`config.mk`:
```
export PLATFORM = sky130hd
export DESIGN_NAME = soc1_ram_stream_writer
export DESIGN_NICKNAME = d
export VERILOG_FILES = /design/src/rtl/soc1_ram_pkg.sv /design/src/rtl/soc1_byte_packer.sv /design/src/rtl/soc1_ram_stream_writer.sv
export SDC_FILE = /design/constraint.sdc
export NUM_CORES = 1
export LEC_CHECK = 0
export BUFFER_PORTS_ARGS = -buffer_cell sky130_fd_sc_hd__buf_2
export CAP_MARGIN = 5
export CELL_PAD_IN_SITES_DETAIL_PLACEMENT = 1
export CELL_PAD_IN_SITES_GLOBAL_PLACEMENT = 2
export CORE_AREA = 5 5 130 132
export CTS_BUF_LIST = sky130_fd_sc_hd__clkbuf_4 sky130_fd_sc_hd__clkbuf_8
export DETAILED_ROUTE_END_ITERATION = 10
export DIE_AREA = 0 0 135 137
export GPL_ROUTABILITY_DRIVEN = 0
export PLACE_DENSITY = 0.82
export SLEW_MARGIN = 20
export SYNTH_ARGS = -nofsm -noshare
export SYNTH_HDL_FRONTEND = slang
export SYNTH_SLANG_ARGS = --single-unit
```
`constraint.sdc`:
```
create_clock -name clk -period 5.3 [get_ports clk]
set_input_delay 0.795 -clock clk [delete_from_list [all_inputs] [get_ports clk]]
set_output_delay 0.795 -clock clk [all_outputs]
set_load 0.01 [all_outputs]
```
`src/rtl/soc1_ram_pkg.sv`:
```
// soc1_ram_pkg: shared constants, FSM state type and lane helper for the
// SoC1 on-chip RAM byte-stream writer.
// Ports: none (package).
package soc1_ram_pkg;

  localparam int RAM_ADDR_W = 14;
  localparam int RAM_DEPTH  = 10240;
  localparam int RAM_BE_W   = 4;
  localparam int RAM_DATA_W = 32;
  localparam int WC_W       = 15;

  typedef enum logic [1:0] {
    IDLE  = 2'd0,
    RUN   = 2'd1,
    FLUSH = 2'd2
  } state_t;

  // Byte enables for a word whose highest filled lane is last_lane.
  function automatic logic [RAM_BE_W-1:0] lanes_to_be(input logic [1:0] last_lane);
    logic [RAM_BE_W-1:0] be;
    case (last_lane)
      2'd0:    be = 4'b0001;
      2'd1:    be = 4'b0011;
      2'd2:    be = 4'b0111;
      default: be = 4'b1111;
    endcase
    return be;
  endfunction

endpackage

```
`src/rtl/soc1_byte_packer.sv`:
```
// soc1_byte_packer: packs accepted bytes little-endian into a 32-bit word.
// Ports: clk/reset, clear (new session), accept + data + eop (byte taken),
//   word/byteenable/word_rdy (combinational view of the word completing this cycle).
module soc1_byte_packer
  import soc1_ram_pkg::*;
(
  input  logic                  clk,
  input  logic                  reset,
  input  logic                  clear,
  input  logic                  accept,
  input  logic [7:0]            data,
  input  logic                  eop,
  output logic [RAM_DATA_W-1:0] word,
  output logic [RAM_BE_W-1:0]   byteenable,
  output logic                  word_rdy
);

  logic [1:0]            lane;
  logic [RAM_DATA_W-1:0] pack;

  // The word presented includes the byte being accepted right now, so the
  // top can register it into the write port on the same edge.
  always_comb begin
    word                     = pack;
    word[{lane, 3'b000} +: 8] = data;
    byteenable               = lanes_to_be(lane);
    word_rdy                 = accept & ((lane == 2'd3) | eop);
  end

  // Pack register is zeroed after every completed word so that unfilled
  // lanes of a short (eop) word read as zero.
  always_ff @(posedge clk or posedge reset) begin
    if (reset) begin
      lane <= 2'd0;
      pack <= '0;
    end else if (clear) begin
      lane <= 2'd0;
      pack <= '0;
    end else if (accept) begin
      if (word_rdy) begin
        lane <= 2'd0;
        pack <= '0;
      end else begin
        lane <= lane + 2'd1;
        pack <= word;
      end
    end
  end

endmodule

```
`src/rtl/soc1_ram_stream_writer.sv`:
```
// soc1_ram_stream_writer: byte stream -> consecutive 32-bit Avalon-MM RAM writes.
// Ports: clk/reset; start/base_addr session control; in_data/in_valid/in_eop/in_ready
//   byte stream; ram_* write master; busy/done/overflow/word_count status.
module soc1_ram_stream_writer
  import soc1_ram_pkg::*;
#(
  parameter int ADDR_W = RAM_ADDR_W,
  parameter int DEPTH  = RAM_DEPTH,
  parameter int CNT_W  = WC_W
) (
  input  logic                  clk,
  input  logic                  reset,
  input  logic                  start,
  input  logic [ADDR_W-1:0]     base_addr,
  input  logic [7:0]            in_data,
  input  logic                  in_valid,
  input  logic                  in_eop,
  output logic                  in_ready,
  output logic [ADDR_W-1:0]     ram_address,
  output logic [RAM_BE_W-1:0]   ram_byteenable,
  output logic                  ram_chipselect,
  output logic                  ram_write,
  output logic [RAM_DATA_W-1:0] ram_writedata,
  output logic                  ram_clken,
  output logic                  busy,
  output logic                  done,
  output logic                  overflow,
  output logic [CNT_W-1:0]      word_count
);

  localparam logic [ADDR_W:0]  DEPTH_LIM = (ADDR_W+1)'(DEPTH);
  localparam logic [CNT_W-1:0] CNT_MAX   = '1;

  state_t                state;
  logic [ADDR_W-1:0]     ptr;
  logic                  accept;
  logic                  start_ok;
  logic                  ptr_ok;
  logic [RAM_DATA_W-1:0] pk_word;
  logic [RAM_BE_W-1:0]   pk_be;
  logic                  pk_rdy;

  assign ram_clken = 1'b1;
  // in_ready is only ever high in RUN, so accept implies RUN.
  assign accept    = in_valid & in_ready;
  assign start_ok  = start & (state == IDLE);
  assign ptr_ok    = {1'b0, ptr} < DEPTH_LIM;

  soc1_byte_packer u_packer (
    .clk        (clk),
    .reset      (reset),
    .clear      (start_ok),
    .accept     (accept),
    .data       (in_data),
    .eop        (in_eop),
    .word       (pk_word),
    .byteenable (pk_be),
    .word_rdy   (pk_rdy)
  );

  // The ram_* output registers double as the held word: a completed word is
  // captured into them on the accepting edge, so the next byte can be taken
  // while that write is on the bus.
  always_ff @(posedge clk or posedge reset) begin
    if (reset) begin
      state          <= IDLE;
      ptr            <= '0;
      in_ready       <= 1'b0;
      busy           <= 1'b0;
      done           <= 1'b0;
      overflow       <= 1'b0;
      word_count     <= '0;
      ram_write      <= 1'b0;
      ram_chipselect <= 1'b0;
      ram_address    <= '0;
      ram_byteenable <= '0;
      ram_writedata  <= '0;
    end else begin
      ram_write      <= 1'b0;
      ram_chipselect <= 1'b0;
      done           <= 1'b0;
      case (state)
        IDLE: begin
          if (start) begin
            state      <= RUN;
            in_ready   <= 1'b1;
            busy       <= 1'b1;
            ptr        <= base_addr;
            word_count <= '0;
            overflow   <= 1'b0;
          end
        end
        RUN: begin
          if (pk_rdy) begin
            if (ptr_ok) begin
              ram_write      <= 1'b1;
              ram_chipselect <= 1'b1;
              ram_address    <= ptr;
              ram_byteenable <= pk_be;
              ram_writedata  <= pk_word;
              ptr            <= ptr + 1'b1;
              if (word_count != CNT_MAX) word_count <= word_count + 1'b1;
            end else begin
              // Past the end of RAM: drop the word but keep draining the stream.
              overflow <= 1'b1;
            end
          end
          if (accept && in_eop) begin
            state    <= FLUSH;
            in_ready <= 1'b0;
            done     <= 1'b1;  // visible during FLUSH, i.e. the cycle FLUSH is left
          end
        end
        FLUSH: begin
          state <= IDLE;
          busy  <= 1'b0;
        end
        default: begin
          state    <= IDLE;
          in_ready <= 1'b0;
          busy     <= 1'b0;
        end
      endcase
    end
  end

endmodule

```
==> out/results.ini <==
[status]
status=complete, no violations

[synth]
synth_area_leaders=dfrtp_1 (55%), nor2_1 (5.4%), nand2_1 (5.3%), a221oi_1 (4.6%), a22o_1 (3.8%)
synth_ff_type=dfrtp_1
yosys.area.top_type=dfrtp_1
syn_inst=551
synth_seq_cells=120
synth_nets=587
synth_top_area_share_pct=54.8
synth_cell_types=48
synth_area_per_cell_um2=9.95
yosysWarnings=0
synth_area_um2=5480
synth-seq-area-share_pct=54.8
synthArstFlopShare_pct=100
synth_edf_count=0

[critical_path]
r2r_slack_ns=2.33
cp_max_fo=31
path_buf_inv=2
path_cells=and2b_1 > nand3_2 > inv_1 > buf_4 > and4_1 > nor3_1
path_class=register to register
cp_top_family=simple AND/OR/NAND/NOR gates
critPathRequiredTime_ns=5.59
rr_worst_depth=6
worstReg2RegEnd=word_count[12]$_DFFE_PP0P_
crit_path_max_incr_delay_ns=0.93
rr_startpoint=state[1]$_DFFE_PP0P_
startpoint_type=register
end_kind=register
arrival_ns=3.26
crit_path_top_delay_cell=and2b_1

[clock_network]
max-clock-path-buffers=2
root_buffer=clkbuf_8
clk_pin_slew_ns=0.08
cts_tree=yes
htree_levels=4
holdBufCountCts=0
clock-sinks=120
post_cts.repair.setup_buffers=0
post_cts_resized=0
cts_buffers=17
insertion_delay_ns=0.44

[routing]
wl_mm=15.7
drt-initial-drc-count=297
ant_nets=0
wire_per_inst_um=18.1
drc=0
dr.pass1.iters=4
num_vias=4602
vias_per_cell=5.31

[die]
core.rowCount=46
core_area_um2=15600
die_width_um=135
initial_core_util_pct=35.2
dieArea_um2=18500
die_y_um=137
io_pins=99

[min_path]
hold_class=input port to asynchronous set/reset pin

[placed_design]
portBuffers=97
hpwl_mm=10.8

[finish]
final_nets=674
layout-drive-gt1-share_pct=22.4
final_common_cell=dfrtp_1
n_fill_cell=1817
layout_common_cells=dfrtp_1 (120), buf_2 (97), nor2_1 (79)
area_growth_pct=20.6
antenna_cells=0
final_util_pct=42.4

[grt]
antenna_found_initial=1
grt_max_degree=76
grt_pass1_vias=4841
grt_usage_pct=17.7
grt_pass1_wl_mm=25.8
grt_overflow=0

[sta]
fin_crit_ns=2.97
rsz0062_at_grt=false
tns_ns=0
relSlewSlack_pct=29.1
max_freq_ghz=0.337
final_hold_viol_count=0
post-route-period-util_pct=56.0
maxSlewViolCount=0
tightest_slew_ns=1.06
skew_ns=0.00742
setup_viol=0

[flow_run]
maxCapViolCount=0

[pwr]
p_per_area_nw_per_um2=523
leakagePower_nw=3.15
vdd_ir_drop_max_mv=0.196

## metal layers
metal	part of all wire, %	global-route usage, %	up-vias
met1	46	23.3	2300
met2	48	28.9	103
met4	1.4	4.76	2
met3	4.6	4.82	24
li1	-	-	2173
met5	0.070	0	-
## state kept, by name, summed over array words and instances, names as in the netlist, 2 cells and up
| register | count |
|---|---|
| ram_byteenable | 4 |
| ram_address | 14 |
| word_count | 15 |
| state | 2 |
| ram_writedata | 32 |
| u_packer.lane | 2 |
| u_packer.pack | 32 |
| ptr | 14 |
## metrics by stage
step	setup WS, ns	power (W)	instance area, um^2	cells	hold slack (ns)
after floorplan	1.32	0.00211	5480	551	0.454
after global placement	2.40	0.00251	6150	834	0.457
after detailed placement	2.27	0.00256	6150	834	0.459
after CTS	2.25	0.00349	6580	866	0.478
after global routing	2.06	0.00370	6610	867	0.499
final	2.33	0.00346	6610	867	0.446
## power breakdown
group          total, W  switching (W)  internal [W]
clock          0.000914       0.000402      0.000513
combinational   0.00114       0.000714      0.000423
sequential      0.00141       0.000224       0.00118
total           0.00346        0.00134       0.00212
## kinds of logic after synthesis
kind of cell	synth area share, %
AND/OR/NAND/NOR	21.2
multiplexers	1.10
adder cells (fa/ha/maj)	2.05
buffers and inverters	3.65
AO/OA/AOI/OAI	17.1
other	0.0684
flip-flops	54.8
## final cells by class
| cell class | count | area, um^2 | area share (%) |
|---|---|---|---|
| Sequential cell | 120 | 3000 | 45.4 |
| Multi-Input combinational cell | 384 | 2310 | 34.9 |
| Timing Repair Buffer | 102 | 543 | 8.21 |
| Tap cell | 216 | 270 | 4.09 |
| Clock buffer | 17 | 234 | 3.54 |
| Clock inverter | 15 | 204 | 3.08 |
| Inverter | 13 | 53.8 | 0.813 |
## cell usage after synthesis, drive strengths merged (4+ instances only)
cell type	count
mux2i	6
and2	13
a21oi	20
or3	4
and3	8
a32oi	5
o22a	5
buf	14
clkbuf	20
nand2	77
nand3	8
inv	12
nor4	6
nor2	79
nor3	10
a31oi	4
a221oi	29
nand4	9
o21ai	20
o31ai	7
a22o	24
ha	9
dfrtp	120
or4	10
nand2b	6
## worst max-delay path by stage
| stage | startpoint | endpoint | slack, ns | cells past startpoint |
|---|---|---|---|---|
| final | state[1]$_DFFE_PP0P_ | word_count[12]$_DFFE_PP0P_ | 2.33 | 6 |
| after global routing | state[1]$_DFFE_PP0P_ | word_count[12]$_DFFE_PP0P_ | 2.06 | 6 |
| after CTS | state[1]$_DFFE_PP0P_ | word_count[5]$_DFFE_PP0P_ | 2.25 | 4 |
| after detailed placement | state[1]$_DFFE_PP0P_ | word_count[5]$_DFFE_PP0P_ | 2.27 | 4 |
| after global placement | state[1]$_DFFE_PP0P_ | word_count[9]$_DFFE_PP0P_ | 2.40 | 4 |
| after floorplan | reset | busy$_DFFE_PP0P_ | 1.32 | 1 |
Power figures use the tool's default switching activity.
